### config.mk
export PLATFORM = sky130hd
export DESIGN_NAME = bram_burst_reader_flat
export DESIGN_NICKNAME = d
export VERILOG_FILES = /design/src/rtl/bram_burst_reader_if.sv /design/src/rtl/bram_burst_reader.sv /design/src/flat_wrapper.sv
export SDC_FILE = /design/constraint.sdc
export NUM_CORES = 1
export LEC_CHECK = 0
export BUFFER_PORTS_ARGS = -buffer_cell sky130_fd_sc_hd__buf_2
export CORE_MARGIN = 5
export CORE_UTILIZATION = 45
export CTS_CLUSTER_SIZE = 12
export DETAILED_ROUTE_END_ITERATION = 7
export GPL_TIMING_DRIVEN = 0
export PLACE_DENSITY = 0.74
export SKIP_LAST_GASP = 1
export SLEW_MARGIN = 20
export SYNTH_ARGS = -nofsm -noshare
export SYNTH_HDL_FRONTEND = slang
export SYNTH_SLANG_ARGS = --single-unit
### constraint.sdc
create_clock -name clk -period 4.25 [get_ports clk]
set_clock_uncertainty 0.15 [all_clocks]
set_input_delay 0 -clock clk [delete_from_list [all_inputs] [get_ports clk]]
set_output_delay 0 -clock clk [all_outputs]
set_load 0.02 [all_outputs]
### src/rtl/bram_burst_reader_if.sv
// Bus bundle for the burst reader: request channel, RAM port, and output stream.
// The reader itself uses the slave view; the requester/RAM/consumer side uses the master view.
interface bram_burst_reader_if #(
  parameter int DATA_WIDTH = 32,
  parameter int ADD_WIDTH  = 10,
  parameter int LEN_WIDTH  = ADD_WIDTH + 1
);
  logic                  req_valid;
  logic                  req_ready;
  logic [ADD_WIDTH-1:0]  req_addr;
  logic [LEN_WIDTH-1:0]  req_len;

  logic                  ram_cs;
  logic                  ram_we;
  logic                  ram_oe;
  logic [ADD_WIDTH-1:0]  ram_add;
  logic [DATA_WIDTH-1:0] ram_data_out;

  logic                  m_valid;
  logic                  m_ready;
  logic [DATA_WIDTH-1:0] m_data;
  logic                  m_last;

  logic                  busy;
  logic                  done;

  modport slave (
    input  req_valid, req_addr, req_len, ram_data_out, m_ready,
    output req_ready, ram_cs, ram_we, ram_oe, ram_add,
    output m_valid, m_data, m_last, busy, done
  );

  modport master (
    output req_valid, req_addr, req_len, ram_data_out, m_ready,
    input  req_ready, ram_cs, ram_we, ram_oe, ram_add,
    input  m_valid, m_data, m_last, busy, done
  );
endinterface

### src/rtl/bram_burst_reader.sv
// Burst read controller for a single-port block RAM with one cycle of read latency.
// Read words land in a 2-entry FIFO; reads are only issued when a FIFO slot is guaranteed.
module bram_burst_reader #(
  parameter int DATA_WIDTH = 32,
  parameter int ADD_WIDTH  = 10,
  parameter int LEN_WIDTH  = ADD_WIDTH + 1
) (
  input  logic                   clk,
  input  logic                   rst_n,
  bram_burst_reader_if.slave     bus
);

  typedef enum logic [1:0] {
    S_IDLE  = 2'd0,
    S_READ  = 2'd1,
    S_DRAIN = 2'd2
  } state_t;

  state_t                 state_q;
  logic [ADD_WIDTH-1:0]   addr_q;
  logic [LEN_WIDTH-1:0]   remaining_q;
  logic                   inflight_q;
  logic                   inflight_last_q;
  logic                   done_q;

  logic                   wr_ptr_q;
  logic                   rd_ptr_q;
  logic [1:0]             count_q;

  logic                   pop;
  logic                   push;
  logic                   issue;
  logic [2:0]             occupancy;
  logic [DATA_WIDTH-1:0]  head_data;
  logic                   head_last;

  // Slots already spoken for (stored + on the way from the RAM), net of this cycle's pop.
  assign pop       = (count_q != 2'd0) && bus.m_ready;
  assign push      = inflight_q;
  assign occupancy = {1'b0, count_q} + {2'b00, inflight_q} - {2'b00, pop};
  assign issue     = (state_q == S_READ) && (remaining_q != '0) && (occupancy < 3'd2);

  generate
    for (genvar gi = 0; gi < 2; gi++) begin : g_entry
      logic [DATA_WIDTH-1:0] data_q;
      logic                  last_q;

      always_ff @(posedge clk or negedge rst_n) begin
        if (!rst_n) begin
          data_q <= '0;
          last_q <= 1'b0;
        end else if (push && (wr_ptr_q == 1'(gi))) begin
          data_q <= bus.ram_data_out;
          last_q <= inflight_last_q;
        end
      end
    end
  endgenerate

  assign head_data = rd_ptr_q ? g_entry[1].data_q : g_entry[0].data_q;
  assign head_last = rd_ptr_q ? g_entry[1].last_q : g_entry[0].last_q;

  always_ff @(posedge clk or negedge rst_n) begin
    if (!rst_n) begin
      wr_ptr_q <= 1'b0;
      rd_ptr_q <= 1'b0;
      count_q  <= 2'd0;
    end else begin
      if (push) begin
        wr_ptr_q <= ~wr_ptr_q;
      end
      if (pop) begin
        rd_ptr_q <= ~rd_ptr_q;
      end
      count_q <= count_q + {1'b0, push} - {1'b0, pop};
    end
  end

  always_ff @(posedge clk or negedge rst_n) begin
    if (!rst_n) begin
      state_q         <= S_IDLE;
      addr_q          <= '0;
      remaining_q     <= '0;
      inflight_q      <= 1'b0;
      inflight_last_q <= 1'b0;
      done_q          <= 1'b0;
    end else begin
      done_q          <= 1'b0;
      inflight_q      <= issue;
      inflight_last_q <= issue && (remaining_q == LEN_WIDTH'(1));

      case (state_q)
        S_IDLE: begin
          if (bus.req_valid) begin
            if (bus.req_len == '0) begin
              done_q <= 1'b1;
            end else begin
              addr_q      <= bus.req_addr;
              remaining_q <= bus.req_len;
              state_q     <= S_READ;
            end
          end
        end

        S_READ: begin
          // Address wraps naturally at the top of the RAM.
          if (issue) begin
            addr_q      <= addr_q + 1'b1;
            remaining_q <= remaining_q - 1'b1;
            if (remaining_q == LEN_WIDTH'(1)) begin
              state_q <= S_DRAIN;
            end
          end
        end

        S_DRAIN: begin
          if (pop && head_last) begin
            state_q <= S_IDLE;
            done_q  <= 1'b1;
          end
        end

        default: begin
          state_q <= S_IDLE;
        end
      endcase
    end
  end

  assign bus.req_ready = (state_q == S_IDLE);
  assign bus.ram_cs    = issue;
  assign bus.ram_oe    = issue;
  assign bus.ram_we    = 1'b0;
  assign bus.ram_add   = addr_q;
  assign bus.m_valid   = (count_q != 2'd0);
  assign bus.m_data    = (count_q != 2'd0) ? head_data : '0;
  assign bus.m_last    = (count_q != 2'd0) && head_last;
  assign bus.busy      = (state_q != S_IDLE);
  assign bus.done      = done_q;

endmodule

### src/flat_wrapper.sv
// flat-port wrapper written by rule: the top's interface ports become plain ports
module bram_burst_reader_flat 
#(
  parameter int DATA_WIDTH = 32,
  parameter int ADD_WIDTH  = 10,
  parameter int LEN_WIDTH  = ADD_WIDTH + 1
)
  (clk, rst_n, bus_req_valid, bus_req_addr, bus_req_len, bus_ram_data_out, bus_m_ready, bus_req_ready, bus_ram_cs, bus_ram_we, bus_ram_oe, bus_ram_add, bus_m_valid, bus_m_data, bus_m_last, bus_busy, bus_done);
  bram_burst_reader_if #(.DATA_WIDTH(DATA_WIDTH), .ADD_WIDTH(ADD_WIDTH), .LEN_WIDTH(LEN_WIDTH)) bus_i ();
  input  logic clk;
  input  logic rst_n;
  input wire logic [$bits(bus_i.req_valid)-1:0] bus_req_valid;
  input wire logic [$bits(bus_i.req_addr)-1:0] bus_req_addr;
  input wire logic [$bits(bus_i.req_len)-1:0] bus_req_len;
  input wire logic [$bits(bus_i.ram_data_out)-1:0] bus_ram_data_out;
  input wire logic [$bits(bus_i.m_ready)-1:0] bus_m_ready;
  output wire logic [$bits(bus_i.req_ready)-1:0] bus_req_ready;
  output wire logic [$bits(bus_i.ram_cs)-1:0] bus_ram_cs;
  output wire logic [$bits(bus_i.ram_we)-1:0] bus_ram_we;
  output wire logic [$bits(bus_i.ram_oe)-1:0] bus_ram_oe;
  output wire logic [$bits(bus_i.ram_add)-1:0] bus_ram_add;
  output wire logic [$bits(bus_i.m_valid)-1:0] bus_m_valid;
  output wire logic [$bits(bus_i.m_data)-1:0] bus_m_data;
  output wire logic [$bits(bus_i.m_last)-1:0] bus_m_last;
  output wire logic [$bits(bus_i.busy)-1:0] bus_busy;
  output wire logic [$bits(bus_i.done)-1:0] bus_done;
  assign bus_i.req_valid = bus_req_valid;
  assign bus_i.req_addr = bus_req_addr;
  assign bus_i.req_len = bus_req_len;
  assign bus_i.ram_data_out = bus_ram_data_out;
  assign bus_i.m_ready = bus_m_ready;
  assign bus_req_ready = bus_i.req_ready;
  assign bus_ram_cs = bus_i.ram_cs;
  assign bus_ram_we = bus_i.ram_we;
  assign bus_ram_oe = bus_i.ram_oe;
  assign bus_ram_add = bus_i.ram_add;
  assign bus_m_valid = bus_i.m_valid;
  assign bus_m_data = bus_i.m_data;
  assign bus_m_last = bus_i.m_last;
  assign bus_busy = bus_i.busy;
  assign bus_done = bus_i.done;
  bram_burst_reader #(.DATA_WIDTH(DATA_WIDTH), .ADD_WIDTH(ADD_WIDTH), .LEN_WIDTH(LEN_WIDTH)) u_core (.clk(clk), .rst_n(rst_n), .bus(bus_i));
endmodule
## After elaboration in Yosys (flattened, before gate mapping)

Index checks and enable logic that the tools add are counted.

| word-level totals | value |
|---|---|
| input port bits | 57 |
| output and inout port bits | 50 |
| register bits after elaboration | 96 |

| operators by class | value |
|---|---|
| order comparisons | 1 |
| bitwise gates (word level) | 2 |
| reductions and logical operators | 16 |
| multiplexer cells | 21 |
| $add $sub $neg | 6 |
| eq/ne operators | 8 |

Operators with widths:

| operator | count |
|---|---|
| $mux 32 | 2 |
| $mux 11 | 3 |
| $mux 10 | 3 |
| $pmux 11 s2 | 1 |
| $pmux 10 s2 | 1 |
| $eq 11x1->1 const B | 1 |
| $logic_not 11->1 | 1 |
| $reduce_bool 11->1 | 1 |
| $sub 11x1->11 const B | 1 |
| $add 10x1->10 const B | 1 |
| $mux 2 | 5 |
| $logic_and 1x1->1 | 8 |
| $ne 2x2->1 const B | 3 |
| $pmux 2 s3 | 1 |
| $reduce_bool 2->1 | 3 |
| $reduce_and 5->1 | 1 |
| $mux 1 | 4 |
| $ne 2x1->1 const B | 2 |
| $reduce_and 4->1 | 1 |
| $add 2x1->3 | 1 |
| $lt 3x2->1 const B | 1 |
| $sub 3x1->3 | 1 |
| $add 2x1->2 | 1 |
| $eq 2x1->1 const B | 1 |
| 5 further kinds | 6 |

## Longest topological paths before layout

| logic depth | value |
|---|---|
| word-level depth | 7 |
| mapped depth | 15 |
| gate-level depth less buffers | 13 |

## Worst setup path after synthesis

Ideal clock, no wire load.

| timing | value |
|---|---|
| path type | flip-flop to flip-flop |
| from | register u_core.count_q[1] |
| to | register u_core.remaining_q[0] |
| period minus slack after synthesis | 3.188 ns |
| arrival | 2.972 ns |
| buffers on the path | 0 |
| cell stages (with the launch flop) | 14 |
| setup time | 0.066 ns |
| path slack | 1.062 ns |
| required time | 4.034 ns |
| cell sequence | dfrtp_1 -> nor2_1 -> inv_1 -> nand2_1 -> inv_1 -> ha_1 -> inv_1 -> ha_1 -> fa_1 -> xnor2_1 -> nor3_1 -> inv_1 -> a31oi_1 -> a211o_1 |

| between the ends | value |
|---|---|
| longest elaborated chain between the ends | 7 |
| elaborated cells on any way between the ends | 8 |
| classes of those cells | add/sub: 2; order compare: 1; eq/ne: 1; reduce/logical: 4 |

Ends and longest elaborated chain:

| what | line | text |
|---|---|---|
| from (decl) | bram_burst_reader.sv:28 | `logic [1:0] count_q;` |
| from (signal assigned) | bram_burst_reader.sv:75 | `count_q <= count_q + {1'b0, push} - {1'b0, pop};` |
| $reduce_bool 2->1 | n/a |  |
| named net bus_m_valid | flat_wrapper.sv:22 | `output wire logic [$bits(bus_i.m_valid)-1:0] bus_m_valid;` |
| $logic_and 1x1->1 | bram_burst_reader.sv:38 | `assign pop = (count_q != 2'd0) && bus.m_ready;` |
| named net u_core.pop | bram_burst_reader.sv:30 | `logic pop;` |
| $sub 3x1->3 | bram_burst_reader.sv:40 | `assign occupancy = {1'b0, count_q} + {2'b00, inflight_q} - {2'b00, pop};` |
| $lt 3x2->1 | bram_burst_reader.sv:41 | `assign issue = (state_q == S_READ) && (remaining_q != '0) && (occupancy < 3'd2);` |
| $logic_and 1x1->1 | bram_burst_reader.sv:41 |  |
| named net bus_ram_cs | flat_wrapper.sv:18 | `output wire logic [$bits(bus_i.ram_cs)-1:0] bus_ram_cs;` |
| $ne 2x1->1 (no source line) | n/a |  |
| $reduce_and 4->1 (no source line) | n/a |  |
| to (signal assigned) | bram_burst_reader.sv:99 | `remaining_q <= bus.req_len;` |
| to (signal assigned) | bram_burst_reader.sv:109 | `remaining_q <= remaining_q - 1'b1;` |
| to (decl) | bram_burst_reader.sv:21 | `logic [LEN_WIDTH-1:0] remaining_q;` |

The timed path passes the listed nets, and every way through them passes these cells.
A chain may end at the register's enable or synchronous reset.

## Final worst setup path

| timing | value |
|---|---|
| from | register u_core.count_q[1] |
| to | output bus_ram_oe |

| between the ends | value |
|---|---|
| longest elaborated chain between the ends | 5 |
| elaborated cells on any way between the ends | 6 |
| classes of those cells | add/sub: 2; order compare: 1; reduce/logical: 3 |

Ends and longest elaborated chain:

| what | line | text |
|---|---|---|
| $reduce_bool 2->1 | bram_burst_reader.sv:38 |  |
| $logic_and 1x1->1 | bram_burst_reader.sv:38 |  |
| named net u_core.pop | bram_burst_reader.sv:30 |  |
| $sub 3x1->3 | bram_burst_reader.sv:40 |  |
| $lt 3x2->1 | bram_burst_reader.sv:41 |  |
| $logic_and 1x1->1 | bram_burst_reader.sv:41 |  |
| to (decl) | flat_wrapper.sv:20 | `output wire logic [$bits(bus_i.ram_oe)-1:0] bus_ram_oe;` |

The timed path passes the listed nets, and every way through them passes these cells.

==> impl_summary.txt <==
----------------------------------------------------
[Logic synthesis]
  Number of cells produced by synthesis ... 426
  Most common library cells after synthesis ... 96 x dfrtp_1, 66 x mux2_2, 48 x nor2_1
  Cell with the most instances after synthesis ... dfrtp_1
  Adder and majority gate portion of the synthesized area ... 0.01979
  Seq/Total Area, Yosys ... 0.5000
  Top flip-flop cell by instance count after synthesis ... dfrtp_1
  Post-Synth XOR/XNOR Area ... 0.005469
  Area fraction in compound gates after synthesis ... 0.09349
  Number of enable-type register cells in the synthesized netlist ... 0
  Count of different cell masters after synthesis ... 52
  Library cell with the largest summed area after synthesis ... dfrtp_1
  Dominant cells by area after synthesis ... dfrtp_1 50%, mux2_2 15%, mux2i_1 6.9%
  Post-synthesis share of cell area spent on and, or, nand and nor gates ... 0.1128
  Mux cell area share after synthesis ... 0.2234
  Mean instance size in the synthesized netlist ... between 10 and 15 µm²
  Net count after synthesis ... slightly below 500
  Combinational family with the most area after synthesis ... multiplexers
  Synthesized area ... between 0.004 and 0.005 mm²
  FF+latch count, synth ... 96
  Number of warnings issued by yosys ... 0
  Fraction of registers with async set/reset ... 1.000
  Share of the synthesized area in the top cell type ... 0.5000

[Global routing]
  Met1 Track Usage GR ... 0.2506
  Via count of the first global-routing pass ... approximately 4200
  Maximum number of pins on one net before global-route repair ... 83
  GRT Resource Usage Total ... 0.1941
  Fraction of met3 tracks used by global routing ... 0.04866
  Antenna violations before repair ... 0
  GRT busiest layer ... met2
  Global-route wire length before repair ... a little over 20 mm
  Met2 track demand over resource ... 0.3294
  Total gr overflow ... 0

[Critical path]
  Stages on the worst setup path ... 14
  R2r setup slk ... between 0.6 and 0.7 ns
  CP Launch Type ... flip-flop
  Crit path required time ... around 4.1 ns
  Endpoint of the worst setup timing path ... bus_ram_oe
  Master of the slowest instance on the critical path ... nor2_1
  Endpoint kind of the worst setup timing path ... output pin
  Buffers plus inverters on the worst setup path ... 6
  R2r startpoint ... u_core.count_q[1]
  RR Endpoint ... u_core.bus.ram_add[2]
  Worst Path Class, Setup ... flip-flop to output pin
  Crit path cell chain ... nor2_1 -> inv_1 -> nand2_1 -> inv_1 -> ha_1 -> inv_1 -> ha_1 -> fa_1 -> xnor2_1 -> nor3_1 -> inv_1 -> a31oi_1 -> buf_4 -> buf_2
  Worst path max stage delay ... about 0.44 ns
  Gate family responsible for the most delay along the worst path ... simple AND/OR/NAND/NOR gates
  Worst EP arrival ... between 3 and 4 ns
  Number of cells on the worst reg-to-reg path ... 14
  CP most frequent cell ... inv_1
  Top fanout value on the critical path ... 7
  Startpoint of the worst setup timing path ... u_core.count_q[1]

[Clocking]
  Buffer count from post-CTS setup fixing ... 0
  Clock latency of the later-clocked register in the worst-skew pair ... approximately 0.36 ns
  TritonCTS clock tree ... done
  Root buffer cell ... clkbuf_8
  Number of buffers inserted during clock tree synthesis ... 9
  Register clock-pin slew on the reported worst setup and hold paths ... approximately 0.10 ns
  Number of clock sinks ... 96
  Number of buffers on the longest clock path ... 2
  Number of H-tree levels ... 3

[Die]
  Io pins ... approximately 110
  Core Area ... between 0.01 and 0.015 mm²
  Std-Cell Rows ... 37
  DIE HEIGHT ... roughly 110 µm
  DIE WIDTH ... about 110 µm
  Initial core utilization ... 0.4633
  Die area ... 0.01284 mm²

[Routing]
  Drt pass-1 iters ... 5
  Routed wire length ... approximately 12 mm
  Drt wl/cell ... approximately 17 µm
  Drc violations ... 0
  DR iter-0 viols ... between 200 and 300
  Avg Vias per Cell ... ~5.3
  Via count ... roughly 3900
  Count of antenna-violating nets left after detailed routing ... 0

[Min path]
  Class of the tightest hold or removal check ... input pin to asynchronous set/reset pin

[Cells and area]
  Layout cell share with drive strength beyond 1 ... 0.3653
  Number of antenna diodes ... 0
  Layout overhead on the synthesized area ... 31.17%
  Post-route core utilization ... 0.6077
  Total number of nets in the final design ... 664
  Final-layout fill cell count ... 820

[STA]
  Final setup fails ... 0
  Final period util ... 0.8706
  Final worst setup slack ... 0.5500 ns
  Setup Total Neg Slack ... 0 ns
  Setup repair after global routing missed its margin ... false
  Number of pins with negative max-slew slack in the final report ... 0
  Peak clock frequency supported by timing ... roughly 0.27 GHz
  Worst slew margin relative to its limit ... 0.5552
  Worst slew pin tran ... between 0.6 and 0.7 ns
  Min Clock Period, post-route ... between 3 and 4 ns
  Count of endpoints failing hold in the final timing report ... 0
  Min Hold Slack ... about 0.064 ns

[Job]
  Max-cap check violation count ... 0

[Placed design]
  HPWL after DPL ... 8.148 mm
  Number of port buffers ... ~110
  Weighted congestion reported at the end of routability-driven placement ... between 0.9 and 1
  Worst slack after detailed placement ... ~0.61 ns

[Power]
  Pleak ... approximately 3.0 nW
  Max VDD drop ... 0.4552 mV
  Power density of the placed cells ... roughly 810 mW/mm²

[Run status]
  Result of the run ... completed

----------------------------------------------------
-- area by class of cell --
| type | instances | area (µm²) | share of cell area |
|---|---|---|---|
| Inverter | 14 | 52.55 | 0.008338 |
| Sequential cell | 96 | 2402 | 0.3812 |
| Multi-Input combinational cell | 289 | 2190 | 0.3474 |
| Clock inverter | 6 | 60.06 | 0.009529 |
| Timing Repair Buffer | 163 | 1130 | 0.1793 |
| Clock buffer | 10 | 137.6 | 0.02184 |
| Tap cell | 136 | 170.2 | 0.02700 |
| Buffer | 27 | 160.2 | 0.02541 |
-- flip-flops by register name, indices dropped and copies added (netlist names) --
| signal | cells |
|---|---|
| u_core.g_entry.data_q | 64 |
| u_core.remaining_q | 11 |
| u_core.bus.ram_add | 10 |
| u_core.count_q | 2 |
| u_core.g_entry.last_q | 2 |
| u_core.state_q | 2 |
| u_core.bus.done | 1 |
| u_core.inflight_last_q | 1 |
| u_core.inflight_q | 1 |
| u_core.rd_ptr_q | 1 |
| u_core.wr_ptr_q | 1 |
-- worst min path at each step --
stage / startpoint / end / slack [ns] / depth (start not counted)
3_5_place_dp: rst_n / u_core.g_entry[1].data_q[27] / -0.31 / 1
5_1_grt: rst_n / u_core.g_entry[0].data_q[22] / 0.09 / 3
6_report: rst_n / u_core.g_entry[1].data_q[22] / 0.06 / 3
4_1_cts: rst_n / u_core.g_entry[1].data_q[22] / 0.07 / 3
2_1_floorplan: rst_n / u_core.bus.done / -0.45 / 0
3_3_place_gp: bus_req_addr[0] / u_core.bus.ram_add[0] / 0.08 / 3
-- power breakdown --
part | internal, mW | switching, mW
clock network | 0.246 | 0.351
registers | 1.36 | 0.313
logic | 1.21 | 1.63
-- tightest hold or removal path, stage by stage --
cell	delay (ns)
dlygate4sd3_1	0.57
buf_6	0.13
buf_16	0.32
-- metal layers --
layer  wire, µm  share of wire
met1       5214           0.42
met2       6082           0.49
met3        894          0.073
met4        110         0.0089
met5          0              0
-- through the flow --
stage	power, mW	std cells	instance area (µm²)
floorplan	3.649	426	4805
global placement	4.363	667	5500
detailed placement	4.470	668	5534
CTS	5.107	741	6302
global route	5.484	741	6302
finish	5.104	741	6302
-- cells by family (layout without fill, tap and decap cells) --
group / count (synthesis) / count (layout)
AO/OA/AOI/OAI: 68 / 68
adder cells (fa/ha/maj): 7 / 7
multiplexers: 99 / 99
other: 1 / 1
XOR/XNOR: 3 / 3
buffers and inverters: 41 / 220
AND/OR/NAND/NOR: 111 / 111
flip-flops: 96 / 96
-- cell usage in the layout, fill, tap and decap left out, types with 4 or more instances in the layout --
| cell | n |
|---|---|
| buf_2 | 112 |
| dfrtp_1 | 96 |
| mux2_2 | 66 |
| dlygate4sd3_1 | 57 |
| nor2_1 | 48 |
| mux2i_1 | 33 |
| nand2_1 | 25 |
| a21oi_1 | 19 |
| o21ai_0 | 16 |
| inv_1 | 13 |
| clkbuf_8 | 10 |
| clkbuf_1 | 9 |
| o22ai_1 | 7 |
| nand3_1 | 7 |
| ha_1 | 6 |
| buf_6 | 5 |
| nor3_1 | 5 |
| a21oi_2 | 5 |
| a31oi_1 | 4 |
| nand4_1 | 4 |
-- timing repair --
action | in CTS | in global routing
gates resized for setup | 0 | 0
hold buffers | 57 | 0
endpoints found under the hold margin | 184 | 0
Power figures use the tool's default switching activity.
